$ cat src/rtl/prt_rx_ingress.sv
// MAC-to-PRT ingress: slot admission at sof, 2-stage byte pipeline, length/error
// qualification at stop and accepted/dropped frame statistics.
module prt_rx_ingress #(
  parameter  int DATA_WIDTH = 8,
  parameter  int MIN_FRAME  = 64,
  parameter  int MAX_FRAME  = 1518,
  parameter  int CNT_WIDTH  = 16,
  localparam int LEN_W      = $clog2(MAX_FRAME + 1)
) (
  input  logic                  clk,
  input  logic                  rst,
  input  logic                  rx_valid,
  input  logic [DATA_WIDTH-1:0] rx_data,
  input  logic                  rx_sof,
  input  logic                  rx_eof,
  input  logic                  rx_err,
  input  logic                  prt_slot_available,
  output logic                  prt_start_receive,
  output logic                  prt_frame_in_valid,
  output logic [DATA_WIDTH-1:0] prt_frame_data_in,
  output logic                  prt_stop_receive,
  output logic                  prt_frame_bad,
  output logic [LEN_W-1:0]      prt_frame_len,
  output logic [CNT_WIDTH-1:0]  frames_accepted,
  output logic [CNT_WIDTH-1:0]  frames_dropped
);

  typedef enum logic [2:0] {IDLE, START, RECV, STOP, DROP, DROP_REST} state_t;

  state_t                  state_reg;
  state_t                  after_reg;
  logic                    s1_valid_reg, s1_eof_reg, s1_err_reg;
  logic [DATA_WIDTH-1:0]   s1_data_reg;
  logic                    s2_valid_reg, s2_eof_reg, s2_err_reg;
  logic [DATA_WIDTH-1:0]   s2_data_reg;
  logic [LEN_W-1:0]        len_reg;
  logic                    bad_reg;
  logic                    rx_open_reg;
  logic                    start_reg, stop_reg, frame_bad_reg;
  logic [LEN_W-1:0]        frame_len_reg;
  logic [CNT_WIDTH-1:0]    accepted_reg, dropped_reg;

  logic             rx_sof_v, rx_eof_v, in_recv, at_max;
  logic             emit, overflow, abort, last, close_frame, bad_fin, drop_new;
  logic [LEN_W-1:0] len_fin;

  assign rx_sof_v    = rx_valid & rx_sof;
  assign rx_eof_v    = rx_valid & rx_eof;
  assign in_recv     = (state_reg == RECV);
  assign at_max      = (len_reg == LEN_W'(MAX_FRAME));
  assign emit        = in_recv & s2_valid_reg & ~at_max;
  assign overflow    = in_recv & s2_valid_reg & at_max;
  // A new sof before the current frame's eof aborts the open frame.
  assign abort       = (in_recv | (state_reg == START)) & rx_sof_v;
  assign last        = emit & s2_eof_reg;
  assign close_frame = last | overflow | abort;
  assign len_fin     = len_reg + LEN_W'(emit);
  assign bad_fin     = bad_reg | (emit & s2_err_reg) | overflow | (abort & ~last)
                     | (len_fin < LEN_W'(MIN_FRAME));
  assign drop_new    = rx_sof_v | (after_reg == DROP);

  // Two fixed delay stages; the PRT sees each MAC byte exactly two cycles later.
  always_ff @(posedge clk or posedge rst) begin
    if (rst) begin
      s1_valid_reg <= 1'b0;
      s1_eof_reg   <= 1'b0;
      s1_err_reg   <= 1'b0;
      s1_data_reg  <= '0;
      s2_valid_reg <= 1'b0;
      s2_eof_reg   <= 1'b0;
      s2_err_reg   <= 1'b0;
      s2_data_reg  <= '0;
    end else begin
      s1_valid_reg <= rx_valid;
      s1_eof_reg   <= rx_eof;
      s1_err_reg   <= rx_err;
      s1_data_reg  <= rx_data;
      s2_valid_reg <= s1_valid_reg;
      s2_eof_reg   <= s1_eof_reg;
      s2_err_reg   <= s1_err_reg;
      s2_data_reg  <= s1_data_reg;
    end
  end

  // Tracks whether the MAC side is still inside a frame, so discard states end
  // correctly even when the eof already passed into the pipeline.
  always_ff @(posedge clk or posedge rst) begin
    if (rst) begin
      rx_open_reg <= 1'b0;
    end else if (rx_sof_v) begin
      rx_open_reg <= ~rx_eof;
    end else if (rx_eof_v) begin
      rx_open_reg <= 1'b0;
    end
  end

  always_ff @(posedge clk or posedge rst) begin
    if (rst) begin
      state_reg     <= IDLE;
      after_reg     <= IDLE;
      len_reg       <= '0;
      bad_reg       <= 1'b0;
      start_reg     <= 1'b0;
      stop_reg      <= 1'b0;
      frame_bad_reg <= 1'b0;
      frame_len_reg <= '0;
      accepted_reg  <= '0;
      dropped_reg   <= '0;
    end else begin
      start_reg     <= 1'b0;
      stop_reg      <= 1'b0;
      frame_bad_reg <= 1'b0;
      frame_len_reg <= '0;
      case (state_reg)
        IDLE: begin
          if (rx_sof_v) begin
            if (prt_slot_available && !rx_eof) begin
              state_reg <= START;
              start_reg <= 1'b1;
              len_reg   <= '0;
              bad_reg   <= 1'b0;
            end else begin
              state_reg   <= DROP;
              dropped_reg <= dropped_reg + 1'b1;
            end
          end
        end
        START, RECV: begin
          len_reg <= len_fin;
          bad_reg <= bad_reg | (emit & s2_err_reg);
          if (close_frame) begin
            state_reg     <= STOP;
            stop_reg      <= 1'b1;
            frame_len_reg <= len_fin;
            frame_bad_reg <= bad_fin;
            after_reg     <= abort ? DROP : (overflow ? DROP_REST : IDLE);
          end else if (state_reg == START) begin
            state_reg <= RECV;
          end
        end
        STOP: begin
          dropped_reg  <= dropped_reg + CNT_WIDTH'(frame_bad_reg) + CNT_WIDTH'(drop_new);
          accepted_reg <= accepted_reg + CNT_WIDTH'(!frame_bad_reg);
          state_reg    <= drop_new ? DROP : after_reg;
        end
        DROP, DROP_REST: begin
          if (rx_eof_v || !rx_open_reg) state_reg <= IDLE;
        end
        default: state_reg <= IDLE;
      endcase
    end
  end

  assign prt_start_receive  = start_reg;
  assign prt_frame_in_valid = emit;
  assign prt_frame_data_in  = s2_data_reg;
  assign prt_stop_receive   = stop_reg;
  assign prt_frame_bad      = frame_bad_reg;
  assign prt_frame_len      = frame_len_reg;
  assign frames_accepted    = accepted_reg;
  assign frames_dropped     = dropped_reg;

endmodule

$ cat config.mk
export PLATFORM = sky130hd
export DESIGN_NAME = prt_rx_ingress
export DESIGN_NICKNAME = d
export VERILOG_FILES = /design/src/rtl/prt_rx_ingress.sv
export SDC_FILE = /design/constraint.sdc
export NUM_CORES = 1
export LEC_CHECK = 0
export CELL_PAD_IN_SITES_DETAIL_PLACEMENT = 1
export CELL_PAD_IN_SITES_GLOBAL_PLACEMENT = 2
export CORE_ASPECT_RATIO = 1.75
export CORE_MARGIN = 2
export CORE_UTILIZATION = 30
export CTS_CLUSTER_DIAMETER = 150
export DETAILED_ROUTE_END_ITERATION = 10
export MAX_ROUTING_LAYER = met4
export PLACE_DENSITY = 0.77
export SYNTH_ARGS = -nofsm -noshare
export SYNTH_HDL_FRONTEND = slang
export SYNTH_SLANG_ARGS = --single-unit
$ cat constraint.sdc
create_clock -name clk -period 6.4 [get_ports clk]
set_input_delay 1.28 -clock clk [delete_from_list [all_inputs] [get_ports clk]]
set_output_delay 1.28 -clock clk [all_outputs]
set_load 0.005 [all_outputs]
Yosys cells after proc, flatten, opt, wreduce, memory -nomap -nowiden:

Cells that the tools add are included.

* bits in registers: 87
* input port bits: 15
* logic and storage cells: 101
* output and inout bits: 55

* reduce and logical (&&, ||, !) cells: 15
* equality and inequality tests: 12
* bitwise gates (word level): 20
* $lt $le $gt $ge: 1
* mux-type cells: 29
* $add $sub $neg: 5

Operators with widths (number)
* 16-bit by 1-bit adder with 16-bit output: 3
* 11-bit 2-to-1 mux: 4
* 16-bit 2-to-1 mux: 2
* 16-bit one-hot mux with 2 select lines: 1
* 3-bit 2-to-1 mux: 8
* 11-bit one-hot mux with 2 select lines: 1
* 16-bit by 1-bit adder with 16-bit output, second input constant: 1
* 3-bit one-hot mux with 4 select lines: 1
* 11-bit by 1-bit adder with 11-bit output: 1
* 11-bit equality test, second input constant: 1
* 11-bit by 7-bit < comparator with 1-bit output, second input constant: 1
* 1-bit 2-to-1 mux: 11
* 1-bit bitwise AND: 9
* 3-bit equality test, second input constant: 3
* 3-bit AND reduction: 3
* 2-bit != test, second input constant: 4
* 1-bit OR: 8
* 3-bit by 2-bit equality test with 1-bit output, second input constant: 2
* 2-bit nonzero test: 3
* 2-bit OR reduction: 2
* 3-bit by 1-bit equality test with 1-bit output, second input constant: 1
* 1-bit zero test: 3
* 3-bit zero test: 1
* 3-bit != test, second input constant: 1
* other kinds (5): 7

Depth between registers and ports, before layout:

Gate-level depths: netlist of the first run.

* word-level depth: 10
* depth in mapped cells: 11
* depth with buffers taken out: 10

Worst setup path before layout of the first run:

No wires, ideal clock.

* path kind: input to register
* from: input rx_valid
* to: register dropped_reg[6] (netlist: frames_dropped[6])
* cell stages on the path: 7
* library setup time: 133 ps
* path buffers: 0
* data arrival time: 2771 ps
* data required time: 6267 ps
* setup slack: 3496 ps
* cell sequence: nand2_1 > o21ai_0 > fa_1 > ha_1 > mux2i_1 > nor3b_1 > xor2_1

* cells in the longest elaborated chain, start to end: 4
* elaborated cells between the ends (all ways): 6
* those cells by class: add/sub (1); eq/ne (1); mux (1); bitwise (2); reduce/logical (1)

RTL lines
* from (decl): line 12 `input logic rx_valid,`
* 1-bit bitwise AND (*): line 47 `assign rx_sof_v = rx_valid & rx_sof;`
* 1-bit OR: line 60 `assign drop_new = rx_sof_v | (after_reg == DROP);`
* 16-bit by 1-bit adder with 16-bit output: line 142 `dropped_reg <= dropped_reg + CNT_WIDTH'(frame_bad_reg) + CNT_WIDTH'(drop_new);`
* 16-bit one-hot mux with 2 select lines: line 114 `case (state_reg)`
* to (signal assigned): line 124 `dropped_reg <= dropped_reg + 1'b1;`
* to (signal assigned): line 142
* to (decl): line 41 `logic [CNT_WIDTH-1:0] accepted_reg, dropped_reg;`

Mark *: on every way between the ends. The rest lies on a longest branch, timed or not.
A chain may end at the register's enable or synchronous reset.

Worst setup path after layout of the first run:

Ends and elaborated chain as after synthesis.

==> results.py, run 1 <==
metrics = {
    "yosys": {
        "synth_edf_count": 0,
        "synth_warnings": 0,
        "synthArstFlopShare": 1.00,
        "synth_cells": 316,
        "syn_nets": 339,
        "ys.flop_type": "dfrtp_1",
        "syn_area_um2": 3660,
        "ys_seq_area_frac": 0.587,
        "ys_types": 50,
        "avgSynthCellArea_um2": 11.6,
        "synth-seq-cells": 86,
    },
    "global_routing": {
        "antenna_found_initial": 0,
        "grt.met2_usage": 0.255,
        "grt_max_degree": 72,
        "top_usage_layer": "met2",
        "use_met3": 0.0280,
        "track_usage": 0.144,
        "grt_pass1_wl_um": 14400,
        "grt_pass1_vias": 2884,
        "grt_use_met1": 0.164,
        "grt-ovfl-total": 0,
    },
    "cts": {
        "cts_num_sinks": 86,
        "cts_buffers": 9,
        "cts_max_level": 3,
        "root_buffer": "clkbuf_16",
        "clkLatencyLatePin_ns": 0.33,
        "cts_resized": 0,
        "cts_tree": "built",
        "cts_buffer_depth": 2,
        "postCtsHoldBufs": 0,
        "path_clk_slew_ns": 0.06,
        "post-cts-setup-buffer-count": 0,
    },
    "timing": {
        "fmax_ghz": 0.298,
        "fin_crit_ns": 3.36,
        "setup_violations": 0,
        "timing.final.crit_share": 0.525,
        "tightest_slew_ns": 0.930,
        "rsz0062_at_grt": "false",
        "finalHoldViolations": 0,
        "clock_skew_ns": 0.00599,
        "finalMaxSlewViolations": 0,
        "slew_headroom": 0.380,
        "tns_ns": 0,
    },
    "floorplan": {
        "die_y_um": 150,
        "coreArea_um2": 11900,
        "die-area_um2": 13100,
        "die_width_um": 87.5,
        "rows": 53,
        "start_util": 0.307,
        "pin_count": 70,
    },
    "place": {
        "dp_hpwl_um": 6120,
        "gp_congestion": 0.787,
        "port_buffers": 69,
        "placed_cells": 513,
    },
    "outcome": {
        "status": "completed",
    },
    "routing": {
        "drtPass1Iterations": 4,
        "vias": 2599,
        "drt-wirelength-per-cell_um": 15.9,
        "drt-initial-drc-count": 61,
        "viasPerCell": 4.91,
        "drc": 0,
        "wl_um": 8430,
        "final_antenna_net_count": 0,
    },
    "cells_and_area": {
        "final_common_cell": "dfrtp_1",
        "nets": 410,
        "fin_cells": 529,
        "drive_gt1_frac": 0.0893,
        "most-common-layout-cells": "86 x dfrtp_1, 69 x clkdlybuf4s50_1, 29 x nand2_1, 27 x nor2_1, 20 x xor2_1",
        "syn_to_final_growth_pct": 30.8,
        "diodes": 0,
        "fillers": 1315,
    },
    "worst_setup_path": {
        "path_class": "in2reg",
        "worst_setup_path_end_kind": "flip-flop",
        "cp.required_ns": 6.60,
        "worstPathArrival_ns": 3.56,
        "crit_fanout": 8,
        "startpoint_type": "primary input",
    },
    "pwr": {
        "p_sw_frac": 0.299,
        "ir_drop_mv": 0.137,
        "power_switching_uw": 467,
        "p_per_area_nw_per_um2": 326,
        "leakagePower_uw": 0.00211,
        "p_int_uw": 1100,
        "power.share.clock": 0.361,
        "p_comb_frac": 0.211,
        "power_frac_seq": 0.427,
    },
    "worst_hold_path": {
        "hold_path_class": "reg2reg",
    },
    "job": {
        "max_cap_viol_count": 0,
    },
}
-- path summary, 6_finish.rpt --
kind | start | to | slack (ns) | depth (start not counted)
worst max-delay path | rx_valid | frames_dropped[6]$_DFFE_PP0P_ | 3.04 | 8
worst min-delay path | s1_valid_reg$_DFF_PP0_ | s2_valid_reg$_DFF_PP0_ | 0.35 | 0
worst max register to register | state_reg[0]$_DFFE_PP0P_ | prt_frame_bad$_DFF_PP0_ | 3.68 | 9
worst min register to register | s1_valid_reg$_DFF_PP0_ | s2_valid_reg$_DFF_PP0_ | 0.35 | 0
max in group asynchronous | rst | after_reg[0]$_DFFE_PP0P_ | 3.98 | 3
min in group asynchronous | rst | prt_frame_data_in[2]$_DFF_PP0_ | 1.19 | 2
-- layout make-up --
class	count	area [um2]	share of cell area
Clock buffer	9	225	0.0470
Sequential cell	86	2150	0.449
Tap cell	137	171	0.0358
Multi-Input combinational cell	210	1410	0.294
Inverter	10	38.8	0.00810
Timing Repair Buffer	70	698	0.146
Clock inverter	7	97.6	0.0204
-- through the flow --
stage | hold WS, ns | power (uW) | worst slack [ns] | utilization | instance area (um2)
after floorplan | 0.331 | 885 | 2.90 | - | 3660
after global placement | 0.331 | 1000 | 2.73 | 0.374 | 4470
final | 0.348 | 1560 | 3.04 | 0.401 | 4790
after detailed placement | 0.336 | 1020 | 2.66 | 0.374 | 4470
after global routing | 0.358 | 1660 | 2.78 | 0.401 | 4790
after CTS | 0.351 | 1590 | 3.02 | 0.401 | 4790
-- power by group through the flow --
stage          Clock [uW]  Combinational [uW]  Sequential (uW)
2_1_floorplan           0                 225              660
3_3_place_gp            0                 326              678
3_5_place_dp            0                 341              679
4_1_cts               583                 342              670
5_1_grt               599                 374              682
6_report              565                 330              669
-- cells in the mapped netlist, types with 2 or more instances --
master	n	area, um2
a21oi_1	3	15.0
a22o_1	2	17.5
and2_1	4	25.0
and2b_2	2	17.5
and3_1	7	43.8
and4_1	3	26.3
buf_2	2	10.0
buf_4	3	22.5
buf_6	2	22.5
clkbuf_1	3	11.3
dfrtp_1	86	2150
ha_1	7	87.6
inv_1	10	37.5
mux2_2	3	33.8
mux2i_1	2	20.0
nand2_1	29	109
nand3_1	14	70.1
nand3b_1	2	15.0
nand4_1	5	31.3
nor2_1	27	101
nor3_1	10	50.1
nor3b_1	2	15.0
nor4_1	3	18.8
o21ai_0	16	80.1
o221ai_1	2	17.5
o2bb2ai_1	2	17.5
o31ai_1	3	22.5
or2_2	3	18.8
xnor2_1	19	166
xor2_1	20	175
-- worst max-delay path, stage by stage --
cell and delay [ns]:
clkdlybuf4s50_1 0.45, nand2_1 0.27, o21ai_0 0.18, fa_1 0.42
ha_1 0.19, mux2i_1 0.46, nor3b_1 0.13, xor2_1 0.17
-- kinds of logic after synthesis --
logic type	after synthesis	share of synthesized area
DFF	86	0.587
muxes	5	0.0147
adders and majority gates	8	0.0294
and+or+nand+nor	121	0.177
buffers and inverters	20	0.0283
AOI/OAI and AO/OA	37	0.0700
xor gates and xnor gates	39	0.0932
-- per-layer routing --
metal  vias up  wire length [um]
met5         -                 0
met4         0                93
met3         6               189
met2        44              4720
li1       1222                 -
met1      1327              3430
Note: power is estimated with default switching activity, not from simulation.
==> run 2: changes to the inputs <==
clock period = 3.5 ns   (was 6.4 ns; I/O delays follow)
==> run 2 against run 1 <==
  * Combinational power grew 88%
  * Worst setup slack lost 2.2 ns
  * Wire length grew 3.3%
  * Largest cell class unchanged
  * Cell count grew 0.38%
  * Critical endpoint is now prt_frame_in_valid
  * Via count grew 1.2%
  * Register-to-register slack lost 2.8 ns
  * Largest power group unchanged
  * Critical path depth shrank 4
  * Non-clock buffer count grew 2
  * Sequential share of layout area grew 0.059 points
  * Clock-buffer cell count is the same
  * Highest routed layer unchanged
==> results.py, run 2 (same netlist as run 1, synthesis figures left out) <==
metrics = {
    "outcome": {
        "status": "completed",
    },
    "timing": {
        "clock_skew_ns": 0.00548,
        "rsz0062_at_grt": "false",
        "setup_violations": 0,
        "fmax_ghz": 0.373,
        "timing.final.crit_share": 0.766,
        "slew_headroom": 0.518,
        "finalHoldViolations": 0,
        "tns_ns": 0,
        "finalMaxSlewViolations": 0,
        "fin_crit_ns": 2.68,
        "tightest_slew_ns": 0.722,
    },
    "worst_setup_path": {
        "startpoint_type": "flip-flop",
        "critPathBufInv": 1,
        "cp.required_ns": 2.80,
        "cp_slowest_cell": "clkdlybuf4s50_1",
        "worst_setup_path_end_kind": "output pin",
        "path_cells": "nand4bb_1 > nor3_1 > nor2_1 > clkdlybuf4s50_1",
        "worstPathArrival_ns": 1.98,
        "path_class": "reg2out",
        "cp_slowest_stage_delay_ns": 0.58,
        "critical_path.top_delay_family": "buffers and inverters",
        "crit_fanout": 8,
    },
    "pwr": {
        "leakagePower_uw": 0.00212,
        "p_sw_frac": 0.323,
        "power_frac_seq": 0.441,
        "p_int_uw": 1880,
        "ir_drop_mv": 0.304,
        "p_per_area_nw_per_um2": 581,
        "power.share.clock": 0.336,
        "power_switching_uw": 897,
        "total_power_uw": 2780,
        "p_comb_frac": 0.223,
    },
    "cts": {
        "root_buffer": "clkbuf_16",
        "post-cts-setup-buffer-count": 0,
        "postCtsHoldBufs": 0,
        "cts_tree": "built",
        "cts_resized": 0,
        "path_clk_slew_ns": 0.07,
        "cts_buffers": 9,
        "clkLatencyLatePin_ns": 0.34,
        "cts_num_sinks": 86,
        "cts_buffer_depth": 2,
        "cts_max_level": 3,
    },
    "cells_and_area": {
        "fillers": 1309,
        "diodes": 0,
        "nets": 412,
        "final_area_um2": 4780,
        "drive_gt1_frac": 0.0939,
        "final_util": 0.401,
        "syn_to_final_growth_pct": 30.6,
        "final_common_cell": "dfrtp_1",
        "most-common-layout-cells": "86 x dfrtp_1, 69 x clkdlybuf4s50_1, 29 x nand2_1, 27 x nor2_1, 20 x xor2_1",
    },
    "routing": {
        "wl_um": 8700,
        "vias": 2630,
        "drt-wirelength-per-cell_um": 16.4,
        "final_antenna_net_count": 0,
        "drc": 0,
        "viasPerCell": 4.95,
        "drtPass1Iterations": 4,
        "drt-initial-drc-count": 56,
    },
    "place": {
        "port_buffers": 69,
        "gp_congestion": 0.795,
        "placed_cell_area_um2": 4500,
        "dp_hpwl_um": 6370,
    },
    "global_routing": {
        "grt-ovfl-total": 0,
        "track_usage": 0.151,
        "antenna_found_initial": 0,
        "grt_max_degree": 47,
        "grt_pass1_vias": 2962,
        "grt_pass1_wl_um": 15000,
    },
    "floorplan": {
        "start_util": 0.307,
        "coreArea_um2": 11900,
        "pin_count": 70,
        "die_width_um": 87.5,
        "die_y_um": 150,
        "die-area_um2": 13100,
        "rows": 53,
    },
    "worst_hold_path": {
        "hold_path_class": "reg2reg",
    },
    "job": {
        "max_cap_viol_count": 0,
    },
}
run 2: changes by cell type in the layout (fill, tap and decap cells not counted):
cell / previous run / this run
inv_8: 0 / 1
bufinv_16: 2 / 0
inv_6: 1 / 4
buf_12: 0 / 1
buf_4: 1 / 2
clkinv_4: 1 / 2
clkinv_2: 2 / 1
clkinvlp_4: 2 / 0
run 2: final cells by class:
| type | instances | area, um2 | area share |
|---|---|---|---|
| clock buffer | 9 | 225 | 0.0471 |
| timing repair buffer | 72 | 726 | 0.152 |
| multi-input combinational | 210 | 1410 | 0.294 |
| inverter | 10 | 38.8 | 0.00811 |
| clock inverter | 7 | 63.8 | 0.0133 |
| sequential | 86 | 2150 | 0.450 |
| tap | 137 | 171 | 0.0358 |
run 2: worst reg2reg max path: cells and delay by family, from the launching register on:
family	cells	cell delay, ns
AND/OR/NAND/NOR	5	0.92
AO/OA/AOI/OAI	2	0.35
adder cells (fa/ha/maj)	2	0.59
XOR/XNOR	1	0.18
flip-flops	1	0.51
run 2: stage by stage:
step                      std cells  setup WS, ns  hold slack [ns]
after floorplan                 316         0.578            0.331
after global placement          515         0.860            0.331
after detailed placement        515         0.839            0.336
after CTS                       531         0.767            0.353
after global routing            531         0.539            0.363
final                           531         0.821            0.350
run 2: final timing paths:
path / start / end / slack, ns / cells after the start
max in group asynchronous: rst / state_reg[2]$_DFFE_PP0P_ / 2.02 / 3
setup reg to reg: len_reg[9]$_DFFE_PP0P_ / prt_frame_bad$_DFF_PP0_ / 0.88 / 10
setup / recovery: len_reg[9]$_DFFE_PP0P_ / prt_frame_in_valid / 0.82 / 4
hold / removal: s1_data_reg[7]$_DFF_PP0_ / prt_frame_data_in[7]$_DFF_PP0_ / 0.35 / 0
hold reg to reg: s1_data_reg[7]$_DFF_PP0_ / prt_frame_data_in[7]$_DFF_PP0_ / 0.35 / 0
min in group asynchronous: rst / prt_frame_data_in[5]$_DFF_PP0_ / 0.79 / 2
run 2: power by group through the flow:
stage               Clock, uW  Sequential (uW)  Combinational, uW
CTS                       978             1230                640
global route             1000             1250                699
floorplan                   0             1210                412
global placement            0             1240                611
finish                    936             1230                619
detailed placement          0             1250                638
run 2: metal layers:
layer / vias to the layer above / part of all wire / global-route usage
met4: 0 / 0.021 / 0.0592
met1: 1339 / 0.39 / 0.163
met5: - / 0 / -
li1: 1233 / - / -
met3: 11 / 0.024 / 0.0323
met2: 47 / 0.57 / 0.264
==> run 3: changes to the inputs <==
PLACE_DENSITY = 0.8   (was 0.77)
clock period = 2.3 ns   (was 3.5 ns; I/O delays follow)
==> run 3 against run 2 <==
  * Combinational power increased by 86%
  * Power increased by 65%
  * Global-route usage increased by 0.72 points
  * Clock power increased by 72%
  * Register-to-register slack got worse by 0.84 ns
  * Final area increased by 7.7%
  * Clock skew about the same
  * Core utilization increased by 3.1 points
  * Cell count increased by 5.8%
  * Via count increased by 5.4%
  * Wire length increased by 9.3%
  * First-iteration DRC count decreased by 45%
  * Critical path type is now reg2reg
  * Critical endpoint is now prt_frame_bad$_DFF_PP0_
==> results.py, run 3 (same netlist as run 1, synthesis figures left out) <==
metrics = {
    "outcome": {
        "status": "completed",
    },
    "timing": {
        "setup_violations": 0,
        "clock_skew_ns": 0.00584,
        "slew_headroom": 0.662,
        "worst_slack_ns": 0.0360,
        "finalHoldViolations": 0,
        "finalMaxSlewViolations": 0,
        "fin_crit_ns": 2.26,
        "timing.final.crit_share": 0.984,
        "tightest_slew_ns": 0.506,
        "fmax_ghz": 0.442,
        "tns_ns": 0,
    },
    "cells_and_area": {
        "nets": 443,
        "diodes": 0,
        "most-common-layout-cells": "86 x dfrtp_1, 68 x clkdlybuf4s50_1, 30 x buf_4, 29 x nand2_1, 26 x nor2_1",
        "syn_to_final_growth_pct": 40.6,
        "drive_gt1_frac": 0.174,
        "final_common_cell": "dfrtp_1",
    },
    "global_routing": {
        "grt_pass1_vias": 3101,
        "top_usage_layer": "met2",
        "grt_max_degree": 27,
        "antenna_found_initial": 0,
        "grt-ovfl-total": 0,
        "grt.met2_usage": 0.294,
        "use_met3": 0.0280,
        "grt_use_met1": 0.160,
        "grt_pass1_wl_um": 15400,
        "track_usage": 0.158,
    },
    "cts": {
        "cts_max_level": 3,
        "root_buffer": "clkbuf_16",
        "cts_buffer_depth": 2,
        "postCtsHoldBufs": 0,
        "path_clk_slew_ns": 0.07,
        "cts_num_sinks": 86,
        "cts_buffers": 9,
        "cts_tree": "built",
        "clkLatencyLatePin_ns": 0.34,
    },
    "floorplan": {
        "die-area_um2": 13100,
        "pin_count": 70,
        "die_y_um": 150,
        "rows": 53,
        "start_util": 0.307,
        "die_width_um": 87.5,
        "coreArea_um2": 11900,
    },
    "routing": {
        "viasPerCell": 4.93,
        "drt-initial-drc-count": 31,
        "final_antenna_net_count": 0,
        "wl_um": 9510,
        "drtPass1Iterations": 4,
        "vias": 2773,
        "drc": 0,
        "drt-wirelength-per-cell_um": 16.9,
    },
    "worst_setup_path": {
        "cp_slowest_cell": "dfrtp_1",
        "path_cells": "nand4bb_4 > nor3_2 > nor2_2 > ha_2 > ha_1 > inv_1 > nor2_1 > and3_1 > o211ai_1 > a31oi_2",
        "path_class": "reg2reg",
        "worstPathArrival_ns": 2.48,
        "r2r-start": "len_reg[0]$_DFFE_PP0P_",
        "r2r_setup_slack_ns": 0.04,
        "r2r-end": "prt_frame_bad$_DFF_PP0_",
        "cp_slowest_stage_delay_ns": 0.40,
        "startpoint_type": "flip-flop",
        "worst_setup_path_end_kind": "flip-flop",
        "crit_end": "prt_frame_bad$_DFF_PP0_",
        "cp.required_ns": 2.51,
        "cp-startpoint": "len_reg[0]$_DFFE_PP0P_",
        "crit_fanout": 4,
        "rr_worst_depth": 10,
    },
    "place": {
        "dp_hpwl_um": 6940,
        "port_buffers": 69,
        "gp_congestion": 0.804,
        "dpl_worst_slack_ns": -0.103,
    },
    "pwr": {
        "ir_drop_mv": 0.415,
        "total_power_uw": 4590,
        "p_per_area_nw_per_um2": 891,
        "leakagePower_uw": 0.00233,
    },
    "worst_hold_path": {
        "hold_path_class": "reg2reg",
    },
    "job": {
        "max_cap_viol_count": 0,
    },
}
-- run 3: cell count changes in the layout (fill, tap and decap cells not counted), moves of 2 or more --
cell	previous run	this run
bufinv_16	0	2
inv_6	4	2
clkinv_4	2	0
buf_12	1	4
clkinvlp_4	0	3
buf_4	2	30
-- run 3: report_power, final --
group          leakage (uW)  internal (uW)  switching (uW)  total, uW
clock              0.000156            989             618       1610
combinational       0.00104            548             603       1150
sequential          0.00113           1670             158       1830
-- run 3: metal layers --
layer / up-vias / routed length, um
li1: 1289 / -
met1: 1432 / 3560
met2: 39 / 5580
met3: 13 / 186
met4: 0 / 179
met5: - / 0
-- run 3: through the flow --
stage / utilization / hold slack, ns / cell area [um2] / instances
after CTS: 0.427 / 0.351 / 5090 / 560
after global routing: 0.432 / 0.353 / 5150 / 562
after floorplan: - / 0.331 / 3670 / 316
after global placement: 0.398 / 0.332 / 4750 / 543
after detailed placement: 0.398 / 0.336 / 4750 / 543
final: 0.432 / 0.349 / 5150 / 562
-- run 3: how the worst min path moves through the flow --
stage	from	endpoint	slack, ns	cells past startpoint
2_1_floorplan	s1_data_reg[0]$_DFF_PP0_	prt_frame_data_in[0]$_DFF_PP0_	0.33	0
3_3_place_gp	s1_data_reg[2]$_DFF_PP0_	prt_frame_data_in[2]$_DFF_PP0_	0.33	0
3_5_place_dp	s1_data_reg[3]$_DFF_PP0_	prt_frame_data_in[3]$_DFF_PP0_	0.34	0
4_1_cts	s1_data_reg[3]$_DFF_PP0_	prt_frame_data_in[3]$_DFF_PP0_	0.35	0
5_1_grt	s1_data_reg[5]$_DFF_PP0_	prt_frame_data_in[5]$_DFF_PP0_	0.35	0
6_report	s1_data_reg[5]$_DFF_PP0_	prt_frame_data_in[5]$_DFF_PP0_	0.35	0
-- run 3: what timing repair did --
item | CTS | global route
pin swaps | 1 | 2
endpoints found under the setup margin | 3 | 8
setup buffers | 1 | 2
gates cloned | 0 | 0
resized for setup | 1 | 7
-- run 3: layout make-up --
cell class                      instances  area [um2]
Timing Repair Buffer                  103         998
Inverter                               10        41.3
Sequential cell                        86        2150
Tap cell                              137         171
Multi-Input combinational cell        210        1460
Clock inverter                          6        92.6
Clock buffer                           10         239
Fill cell                            1315        6790
-- run 3: critical path, delay by kind of cell, from the launching register on --
kind	cells	cell delay [ns]
fa+ha+maj	2	0.38
buf+inv	1	0.12
compound gates	2	0.41
simple gates	5	0.81
flops	1	0.40
